$ cat src/rtl/timer_pkg.sv
// Shared types and constants for the water-reminder timer mode controller.
package timer_pkg;

  // Controller modes; the encoding is visible on the mode output.
  typedef enum logic [2:0] {
    RUN     = 3'd0,
    PAUSE   = 3'd1,
    SET_HR  = 3'd2,
    SET_MIN = 3'd3,
    ALERT   = 3'd4
  } mode_t;

  // Ceiling for the missed-alert counter (4-bit output).
  localparam int unsigned MISSED_MAX = 15;

  // True for the two modes in which a clock field is being edited.
  function automatic logic isSetMode(input mode_t m);
    return (m == SET_HR) || (m == SET_MIN);
  endfunction

endpackage

$ cat src/rtl/timer_mode_ctrl_btn_press.sv
// One button: rising-edge detect with a holdoff lockout after each accepted press.
module btn_press #(
  parameter int unsigned HOLDOFF_CYCLES = 4
) (
  input  logic clk,
  input  logic rst_n,
  input  logic i_btn,
  output logic o_accept
);

  logic       r_prev;
  logic [7:0] r_holdoff;
  logic       w_rise;

  assign w_rise   = i_btn & ~r_prev;
  assign o_accept = w_rise && (r_holdoff == 8'd0);

  // Track the previous level and run the lockout counter down to zero.
  always_ff @(posedge clk or negedge rst_n) begin
    if (!rst_n) begin
      r_prev    <= 1'b0;
      r_holdoff <= 8'd0;
    end else begin
      r_prev <= i_btn;
      if (o_accept) begin
        r_holdoff <= 8'(HOLDOFF_CYCLES);
      end else if (r_holdoff != 8'd0) begin
        r_holdoff <= r_holdoff - 8'd1;
      end
    end
  end

endmodule

$ cat src/rtl/timer_mode_ctrl.sv
// Mode controller: run/pause/time-set sequencing plus the reminder alert cycle.
module timer_mode_ctrl
  import timer_pkg::*;
#(
  parameter int unsigned HOLDOFF_CYCLES = 4,
  parameter int unsigned BLINK_TICKS    = 1,
  parameter int unsigned ALERT_TICKS    = 30
) (
  input  logic       clk,
  input  logic       reset,
  input  logic       tick,
  input  logic       btn_mode,
  input  logic       btn_inc,
  input  logic       btn_ack,
  input  logic       remind,
  output logic       count_en,
  output logic       inc_hours,
  output logic       inc_minutes,
  output logic       clear_seconds,
  output logic [2:0] mode,
  output logic       blink,
  output logic       alert,
  output logic [3:0] missed
);

  mode_t      r_state;
  logic       r_pending;
  logic       r_remindPrev;
  logic [7:0] r_blinkCnt;
  logic [7:0] r_alertCnt;

  mode_t      w_nextState;
  logic       w_modeAcc;
  logic       w_incAcc;
  logic       w_ackAcc;
  logic       w_remindRise;
  logic       w_setPending;
  logic       w_clrPending;
  logic       w_incHoursNext;
  logic       w_incMinutesNext;
  logic       w_clearSecNext;
  logic       w_alertTimeout;
  logic [7:0] w_blinkCntInc;
  logic [7:0] w_alertCntInc;

  btn_press #(.HOLDOFF_CYCLES(HOLDOFF_CYCLES)) u_btnMode (
    .clk      (clk),
    .rst_n    (reset),
    .i_btn    (btn_mode),
    .o_accept (w_modeAcc)
  );

  btn_press #(.HOLDOFF_CYCLES(HOLDOFF_CYCLES)) u_btnInc (
    .clk      (clk),
    .rst_n    (reset),
    .i_btn    (btn_inc),
    .o_accept (w_incAcc)
  );

  btn_press #(.HOLDOFF_CYCLES(HOLDOFF_CYCLES)) u_btnAck (
    .clk      (clk),
    .rst_n    (reset),
    .i_btn    (btn_ack),
    .o_accept (w_ackAcc)
  );

  assign w_remindRise  = remind & ~r_remindPrev;
  assign w_blinkCntInc = r_blinkCnt + 8'd1;
  assign w_alertCntInc = r_alertCnt + 8'd1;

  // The counter chain must advance on the same clk as tick, so this stays combinational.
  assign count_en = tick && ((r_state == RUN) || (r_state == ALERT));
  assign mode     = r_state;

  // Next-state decode; mode beats inc, and a remind edge (or pending request) beats mode in RUN.
  always_comb begin
    w_nextState      = r_state;
    w_setPending     = 1'b0;
    w_clrPending     = 1'b0;
    w_incHoursNext   = 1'b0;
    w_incMinutesNext = 1'b0;
    w_clearSecNext   = 1'b0;
    w_alertTimeout   = 1'b0;
    case (r_state)
      RUN: begin
        if (w_remindRise || r_pending) begin
          w_nextState  = ALERT;
          w_clrPending = 1'b1;
        end else if (w_modeAcc) begin
          w_nextState = PAUSE;
        end
      end
      PAUSE: begin
        if (w_modeAcc) begin
          w_nextState = SET_HR;
        end else if (w_incAcc) begin
          w_nextState = RUN;
        end
      end
      SET_HR: begin
        if (w_modeAcc) begin
          w_nextState = SET_MIN;
        end else if (w_incAcc) begin
          w_incHoursNext = 1'b1;
        end
      end
      SET_MIN: begin
        if (w_modeAcc) begin
          w_nextState    = RUN;
          w_clearSecNext = 1'b1;
        end else if (w_incAcc) begin
          w_incMinutesNext = 1'b1;
        end
      end
      ALERT: begin
        if (w_ackAcc) begin
          w_nextState = RUN;
        end else if (tick && (w_alertCntInc == 8'(ALERT_TICKS))) begin
          w_nextState    = RUN;
          w_alertTimeout = 1'b1;
        end
      end
      default: begin
        w_nextState = RUN;
      end
    endcase
    if ((r_state != RUN) && (r_state != ALERT) && w_remindRise) begin
      w_setPending = 1'b1;
    end
  end

  // State, deferred-reminder flag and remind edge history.
  always_ff @(posedge clk or negedge reset) begin
    if (!reset) begin
      r_state      <= RUN;
      r_pending    <= 1'b0;
      r_remindPrev <= 1'b0;
    end else begin
      r_state      <= w_nextState;
      r_remindPrev <= remind;
      if (w_clrPending) begin
        r_pending <= 1'b0;
      end else if (w_setPending) begin
        r_pending <= 1'b1;
      end
    end
  end

  // One-cycle field strobes and the alert drive, registered from the decode above.
  always_ff @(posedge clk or negedge reset) begin
    if (!reset) begin
      inc_hours     <= 1'b0;
      inc_minutes   <= 1'b0;
      clear_seconds <= 1'b0;
      alert         <= 1'b0;
    end else begin
      inc_hours     <= w_incHoursNext;
      inc_minutes   <= w_incMinutesNext;
      clear_seconds <= w_clearSecNext;
      alert         <= (w_nextState == ALERT);
    end
  end

  // Blink phase: restarts on entering a set mode, held low everywhere else.
  always_ff @(posedge clk or negedge reset) begin
    if (!reset) begin
      r_blinkCnt <= 8'd0;
      blink      <= 1'b0;
    end else if (!isSetMode(w_nextState) || (w_nextState != r_state)) begin
      r_blinkCnt <= 8'd0;
      blink      <= 1'b0;
    end else if (tick) begin
      if (w_blinkCntInc == 8'(BLINK_TICKS)) begin
        r_blinkCnt <= 8'd0;
        blink      <= ~blink;
      end else begin
        r_blinkCnt <= w_blinkCntInc;
      end
    end
  end

  // Alert duration counter and the saturating tally of alerts nobody acknowledged.
  always_ff @(posedge clk or negedge reset) begin
    if (!reset) begin
      r_alertCnt <= 8'd0;
      missed     <= 4'd0;
    end else begin
      if ((r_state != ALERT) && (w_nextState == ALERT)) begin
        r_alertCnt <= 8'd0;
      end else if ((r_state == ALERT) && tick) begin
        r_alertCnt <= w_alertCntInc;
      end
      if (w_alertTimeout && (missed != 4'(MISSED_MAX))) begin
        missed <= missed + 4'd1;
      end
    end
  end

endmodule

$ cat config.mk
export PLATFORM = sky130hd
export DESIGN_NAME = timer_mode_ctrl
export DESIGN_NICKNAME = d
export VERILOG_FILES = /design/src/rtl/timer_pkg.sv /design/src/rtl/timer_mode_ctrl_btn_press.sv /design/src/rtl/timer_mode_ctrl.sv
export SDC_FILE = /design/constraint.sdc
export NUM_CORES = 1
export LEC_CHECK = 0
export ABC_AREA = 0
export BUFFER_PORTS_ARGS = -buffer_cell sky130_fd_sc_hd__buf_2
export CAP_MARGIN = 40
export CORE_ASPECT_RATIO = 0.7
export CORE_MARGIN = 4
export CORE_UTILIZATION = 50
export CTS_BUF_LIST = sky130_fd_sc_hd__clkbuf_4 sky130_fd_sc_hd__clkbuf_8 sky130_fd_sc_hd__clkbuf_16
export DETAILED_ROUTE_END_ITERATION = 16
export GPL_ROUTABILITY_DRIVEN = 0
export PLACE_DENSITY = 0.7
export RECOVER_POWER = 50
export SLEW_MARGIN = 10
export SYNTH_ARGS = -nofsm -noshare
export SYNTH_HDL_FRONTEND = slang
export SYNTH_SLANG_ARGS = --single-unit
$ cat constraint.sdc
create_clock -name clk -period 2.25 [get_ports clk]
set_input_delay 0.1125 -clock clk [delete_from_list [all_inputs] [get_ports clk]]
set_output_delay 0.1125 -clock clk [all_outputs]
set_load 0.05 [all_outputs]
==> run summary, run 1 <==
status = completed
Final Cycle Share = 96.3%
WP buf/inv = 0
DR vias = 2,227
Remaining DRCs = 0
CTS Sinks = 57
Yosys reg bits = 57
Die ar. = 6940 um2
post-DP HPWL = 3790 um
Flop pwr share = 45.1%
Post-CTS Setup Repair Bufs = 0
n_diodes = 0
P_leak = 1.50 nW
GR Util met2 = 25.0%
Std-Cell Rows = 22
ys async rst share = 100%
total iterations of the first detailed-routing run = 4
Total Routed Length = 5560 um
die height = 70.9 um
combinational share of power = 27.4%
met1 Usage GRT = 23.0%
clk slew on worst S/H paths = 0.06 ns
CP arrival = 2.39 ns
I/O Pins = 20
P per Cell Area = 1060 nW/um2
Post-synth EDFFs = 0
Fin Hold WS = 0.198 ns
Clk pwr share = 27.5%
Seq/Total Area, Yosys = 50.4%
max cap viols = 0
Synthesized Nets = 299
Worst setup SP type = flop
FMAX = 462 MHz
Worst slew margin = 8.34%
area grow syn2layout = 17.2%
clk_lat worst skew = 0.33 ns
CP peak stage delay = 0.44 ns
top post-synthesis cells by area = dfrtp_1 50%, ha_1 4.0%, o21ai_0 3.7%, xor2_1 3.4%, nor2_1 3.1%
instance count of the mapped netlist = 283
IO buf count = 19
GRT Residual Overflow = 0
GR Util All Layers = 17.0%
H-Tree Level Count = 3
Main synth FF type = dfrtp_1
reg2reg setup slack = 0.08 ns
layer with the highest usage = met2
met3 GRT Util = 7.00%
largest net degree at the start of global routing = 58
vias in the first global route = 2,044
cell family with most CP delay = simple AND/OR/NAND/NOR gates
largest area contributor in the netlist = dfrtp_1
most common cell after layout, fill and taps aside = dfrtp_1
final core occ = 61.8%
worst-case vdd ir drop = 0.710 mV
layout cell share with drive strength beyond 1 = 17.8%
Worst path most repeated cell = and3_1
WS Path Type = reg2reg
Via-to-Cell Ratio = 5.61
setup TNS = 0 ns
die width = 97.9 um
Hold Crit Class = in2reg
drt initial violations = 139
top-area cell type share of the netlist area = 50.4%
final count of hold timing violations = 0
antenna violations before repair = 0
Synth cell types = 46
DRT antenna net count = 0
Setup Skew = 0.00631 ns
Yosys Warn Count = 0
Max clock buf depth = 2
critical-path cell list = ha_2, and3_1, and3_1, o32a_1, nor4_2, mux2_2
CTS buffer count = 9
first-pass GRT wire length = 9470 um
Int Pwr = 2.30 mW
Max FO, Critical Path = 6
root buf cell = clkbuf_8
actual slew at the worst max-slew pin = 1.37 ns
most frequent cells in the layout = 57 x dfrtp_1, 23 x nor2_1, 21 x o21ai_0
Final min period = 2.17 ns
core footprint = 5370 um2
Final Setup Violations = 0
Critical Path Slowest Stage Cell = dfrtp_1
sw frac = 34.2%
Critical Path RT = 2.47 ns
CTS tree = yes
Switch Pwr = 1.20 mW
final net count = 337
Post-Syn Area = 2830 um2
Synth Area per Inst = 10.0 um2
max-slew violation count = 0
crit end category = flop
drt wl/cell = 14.0 um
Initial Util = 52.7%
repair_timing:
action,CTS,global route
endpoints found under the setup margin,0,9
hold buffers,5,0
hold endpoints to repair,61,0
gates resized for setup,0,7
flip-flops by register name, indices dropped and copies added (netlist names):
signal	count
inc_hours	1
r_alertCnt	8
u_btnMode.r_holdoff	8
u_btnAck.r_prev	1
missed	4
mode	3
alert	1
r_blinkCnt	8
blink	1
u_btnAck.r_holdoff	8
u_btnInc.r_holdoff	8
u_btnInc.r_prev	1
u_btnMode.r_prev	1
r_pending	1
inc_minutes	1
clear_seconds	1
r_remindPrev	1
worst register-to-register path: stages, from the launching register on:
cell	delay, ns
dfrtp_1	0.44
ha_2	0.24
and3_1	0.19
and3_1	0.21
o32a_1	0.37
nor4_2	0.25
mux2_2	0.36
final timing paths:
kind,endpoint,cells past startpoint,startpoint
setup reg to reg,missed[2],6,r_alertCnt[0]
hold reg to reg,u_btnInc.r_holdoff[5],1,u_btnInc.r_holdoff[5]
hold / removal,r_blinkCnt[0],3,tick
setup / recovery,missed[2],6,r_alertCnt[0]
min in group asynchronous,r_alertCnt[5],3,reset
max in group asynchronous,u_btnAck.r_holdoff[3],3,reset
stage by stage:
step | power (mW) | instances | setup WS (ns) | cell area [um2]
floorplan | 2.23 | 283 | 0.117 | 2830
global placement | 2.49 | 377 | 0.117 | 3070
detailed placement | 2.52 | 377 | 0.0541 | 3070
CTS | 3.52 | 397 | 0.0456 | 3320
global route | 3.76 | 397 | -0.00827 | 3320
finish | 3.50 | 397 | 0.0835 | 3320
Yosys cell counts (3+ instances only):
master    instances
or3_1             5
xnor2_1           8
mux2_2            5
ha_1              9
nor2b_1           3
clkbuf_1          5
inv_1            15
nand4_1           8
dfrtp_1          57
o21ai_0          21
nor2_1           23
and4_1            3
nand3_1          15
nand2_1          20
o31ai_1           3
and3_1            4
nor3_1           10
xor2_1           11
nor4_1            8
nand2b_1          7
a21oi_1          13
a21o_1            4
cell type report:
cell class	count	area [um2]
multi-input cells	205	1340
clock buffers	12	159
flip-flops and latches	57	1430
fillers	459	2050
clock inverters	3	40.0
repair buffers	33	201
well taps	72	90.1
inverters	15	56.3
routing by layer:
metal,vias to the layer above,share of wire (%)
li1,1092,-
met1,1085,48
met2,43,46
met3,7,5.0
met4,0,0.84
met5,-,0
cells by family (layout without fill, tap and decap cells):
family / Yosys count / after routing / share of synthesized area (%)
AOI/OAI and AO/OA: 50 / 50 / 10.6
muxes: 6 / 6 / 2.34
buffers and inverters: 21 / 63 / 2.83
adders and majority gates: 9 / 9 / 3.98
and+or+nand+nor: 121 / 121 / 24.0
xor gates and xnor gates: 19 / 19 / 5.88
DFF: 57 / 57 / 50.4
power groups by stage:
stage / logic, mW / clock network (mW) / registers, mW
3_5_place_dp: 0.939 / 0 / 1.58
5_1_grt: 1.10 / 1.04 / 1.62
2_1_floorplan: 0.662 / 0 / 1.57
3_3_place_gp: 0.918 / 0 / 1.58
6_report: 0.958 / 0.964 / 1.58
4_1_cts: 0.957 / 0.991 / 1.57
No activity file was read; power rests on OpenSTA's default activity.
==> inputs of run 2 (changes only) <==
--- a/config.mk
+++ b/config.mk
@@ -8,7 +8,6 @@
 export ABC_AREA = 0
 export BUFFER_PORTS_ARGS = -buffer_cell sky130_fd_sc_hd__buf_2
 export CAP_MARGIN = 40
-export CORE_ASPECT_RATIO = 0.7
 export CORE_MARGIN = 4
 export CORE_UTILIZATION = 50
 export CTS_BUF_LIST = sky130_fd_sc_hd__clkbuf_4 sky130_fd_sc_hd__clkbuf_8 sky130_fd_sc_hd__clkbuf_16
@@ -16,7 +15,6 @@
 export GPL_ROUTABILITY_DRIVEN = 0
 export PLACE_DENSITY = 0.7
 export RECOVER_POWER = 50
-export SLEW_MARGIN = 10
 export SYNTH_ARGS = -nofsm -noshare
 export SYNTH_HDL_FRONTEND = slang
 export SYNTH_SLANG_ARGS = --single-unit
==> run 2 against run 1 <==
Via count decreased by 3.4%. Total power decreased by 0.96%. Sequential power about the same. Die area decreased by 0.28%. Critical path type unchanged.
==> run summary, run 2 (synthesized netlist as in run 1, its figures left out) <==
Worst setup SP type = flop
status = completed
Switch Pwr = 1.20 mW
final net count = 340
R2R depth = 6
Worst slew margin = 7.84%
GR Util All Layers = 16.9%
Critical Path RT = 2.48 ns
Flop pwr share = 45.3%
Max FO, Critical Path = 6
Via-to-Cell Ratio = 5.38
Design Power = 3.47 mW
GRT Residual Overflow = 0
Initial Util = 51.4%
Die ar. = 6930 um2
combinational share of power = 28.1%
CTS Sinks = 57
CTS tree = yes
antenna violations before repair = 0
die height = 83.2 um
CTS buffer count = 9
reg2reg setup slack = 0.07 ns
Max clock buf depth = 2
worst-case vdd ir drop = 0.638 mV
max-slew violation count = 0
P per Cell Area = 1050 nW/um2
clk_lat worst skew = 0.34 ns
Total Routed Length = 5370 um
Int Pwr = 2.26 mW
FMAX = 458 MHz
Clk pwr share = 26.5%
HP Start = tick
sw frac = 34.7%
DR vias = 2,152
Final Setup Violations = 0
layout cell share with drive strength beyond 1 = 16.5%
clk slew on worst S/H paths = 0.07 ns
post-DP HPWL = 3570 um
WS Path Type = reg2reg
area grow syn2layout = 17.2%
CP arrival = 2.42 ns
max cap viols = 0
Multi-input gate area = 1340 um2
P_leak = 1.50 nW
Setup Skew = 0.0129 ns
FF-to-FF End = missed[2]
Min-Delay Endpoint = r_blinkCnt[0]
Final Cycle Share = 97.1%
largest net degree at the start of global routing = 58
final count of hold timing violations = 0
first-pass GRT wire length = 9430 um
root buf cell = clkbuf_8
Final min period = 2.18 ns
vias in the first global route = 2,133
Hold Crit Class = in2reg
Std-Cell Rows = 27
drt initial violations = 113
IO buf count = 19
most frequent cells in the layout = 57 x dfrtp_1, 23 x nor2_1, 21 x o21ai_0
area occupied by registers = 1430 um2
die width = 83.2 um
Fill cells = 473
n_diodes = 0
RR Startpoint = r_alertCnt[0]
total iterations of the first detailed-routing run = 4
core footprint = 5510 um2
WHS Path Cells = 3
most common cell after layout, fill and taps aside = dfrtp_1
drt wl/cell = 13.4 um
Remaining DRCs = 0
H-Tree Level Count = 3
setup TNS = 0 ns
I/O Pins = 20
crit end category = flop
DRT antenna net count = 0
actual slew at the worst max-slew pin = 1.38 ns
==> run 2: changes by cell type in the layout (fill, tap and decap cells not counted), sizes merged <==
cell / previous run / this run
clkbuf: 18 / 20
clkinv: 2 / 3
==> run 2: power groups by stage <==
stage / Sequential (mW) / Combinational (mW) / Clock (mW)
finish: 1.57 / 0.976 / 0.920
global placement: 1.58 / 0.908 / 0
global route: 1.61 / 1.11 / 0.997
detailed placement: 1.58 / 0.940 / 0
CTS: 1.57 / 0.952 / 0.940
floorplan: 1.57 / 0.662 / 0
==> run 2: layout make-up <==
| cell class | instances | share of cell area, % |
|---|---|---|
| tap | 72 | 2.72 |
| clock inverter | 4 | 1.36 |
| inverter | 15 | 1.70 |
| sequential | 57 | 43.0 |
| multi-input combinational | 205 | 40.4 |
| clock buffer | 11 | 4.19 |
| timing repair buffer | 36 | 6.64 |
==> run 2: critical path: stages (launching register included) <==
cell     delay, ns
dfrtp_1       0.43
ha_2          0.24
and3_1        0.19
and3_1        0.21
o32a_1        0.37
nor4_2        0.28
mux2_2        0.36
==> run 2: routing by layer <==
metal	wire, um	track usage (%)
met3	159	4.46
met1	2560	21.3
met5	0	0
met4	133	9.81
met2	2520	26.3
==> run 2: worst max path at each step <==
| stage | start | end | slack (ns) | cells after the start |
|---|---|---|---|---|
| final | r_alertCnt[0] | missed[2] | 0.07 | 6 |
| after global routing | r_alertCnt[0] | missed[2] | -0.06 | 6 |
| after CTS | r_alertCnt[0] | missed[2] | 0.02 | 6 |
| after floorplan | u_btnMode.r_holdoff[0] | mode[1] | 0.12 | 7 |
| after global placement | u_btnMode.r_holdoff[0] | mode[1] | 0.12 | 7 |
| after detailed placement | r_alertCnt[0] | missed[2] | 0.04 | 6 |
==> run 2: what timing repair did <==
| action | CTS | global route |
|---|---|---|
| gates resized for setup | 0 | 3 |
| hold buffers | 5 | 0 |
| buffers inserted | 0 | 2 |
| endpoints found under the hold margin | 61 | 0 |
| endpoints found under the setup margin | 0 | 4 |
==> run 2: metrics by stage <==
stage          utilization, %  cells  hold WS (ns)  setup WS (ns)  cell area (um2)
6_report                 60.2    400         0.206         0.0658             3310
5_1_grt                  60.2    400         0.247        -0.0612             3310
4_1_cts                  59.9    398         0.200         0.0166             3300
3_5_place_dp             55.7    378         0.240         0.0428             3070
3_3_place_gp             55.7    378         0.237          0.117             3070
2_1_floorplan               -    283        -0.183          0.117             2830
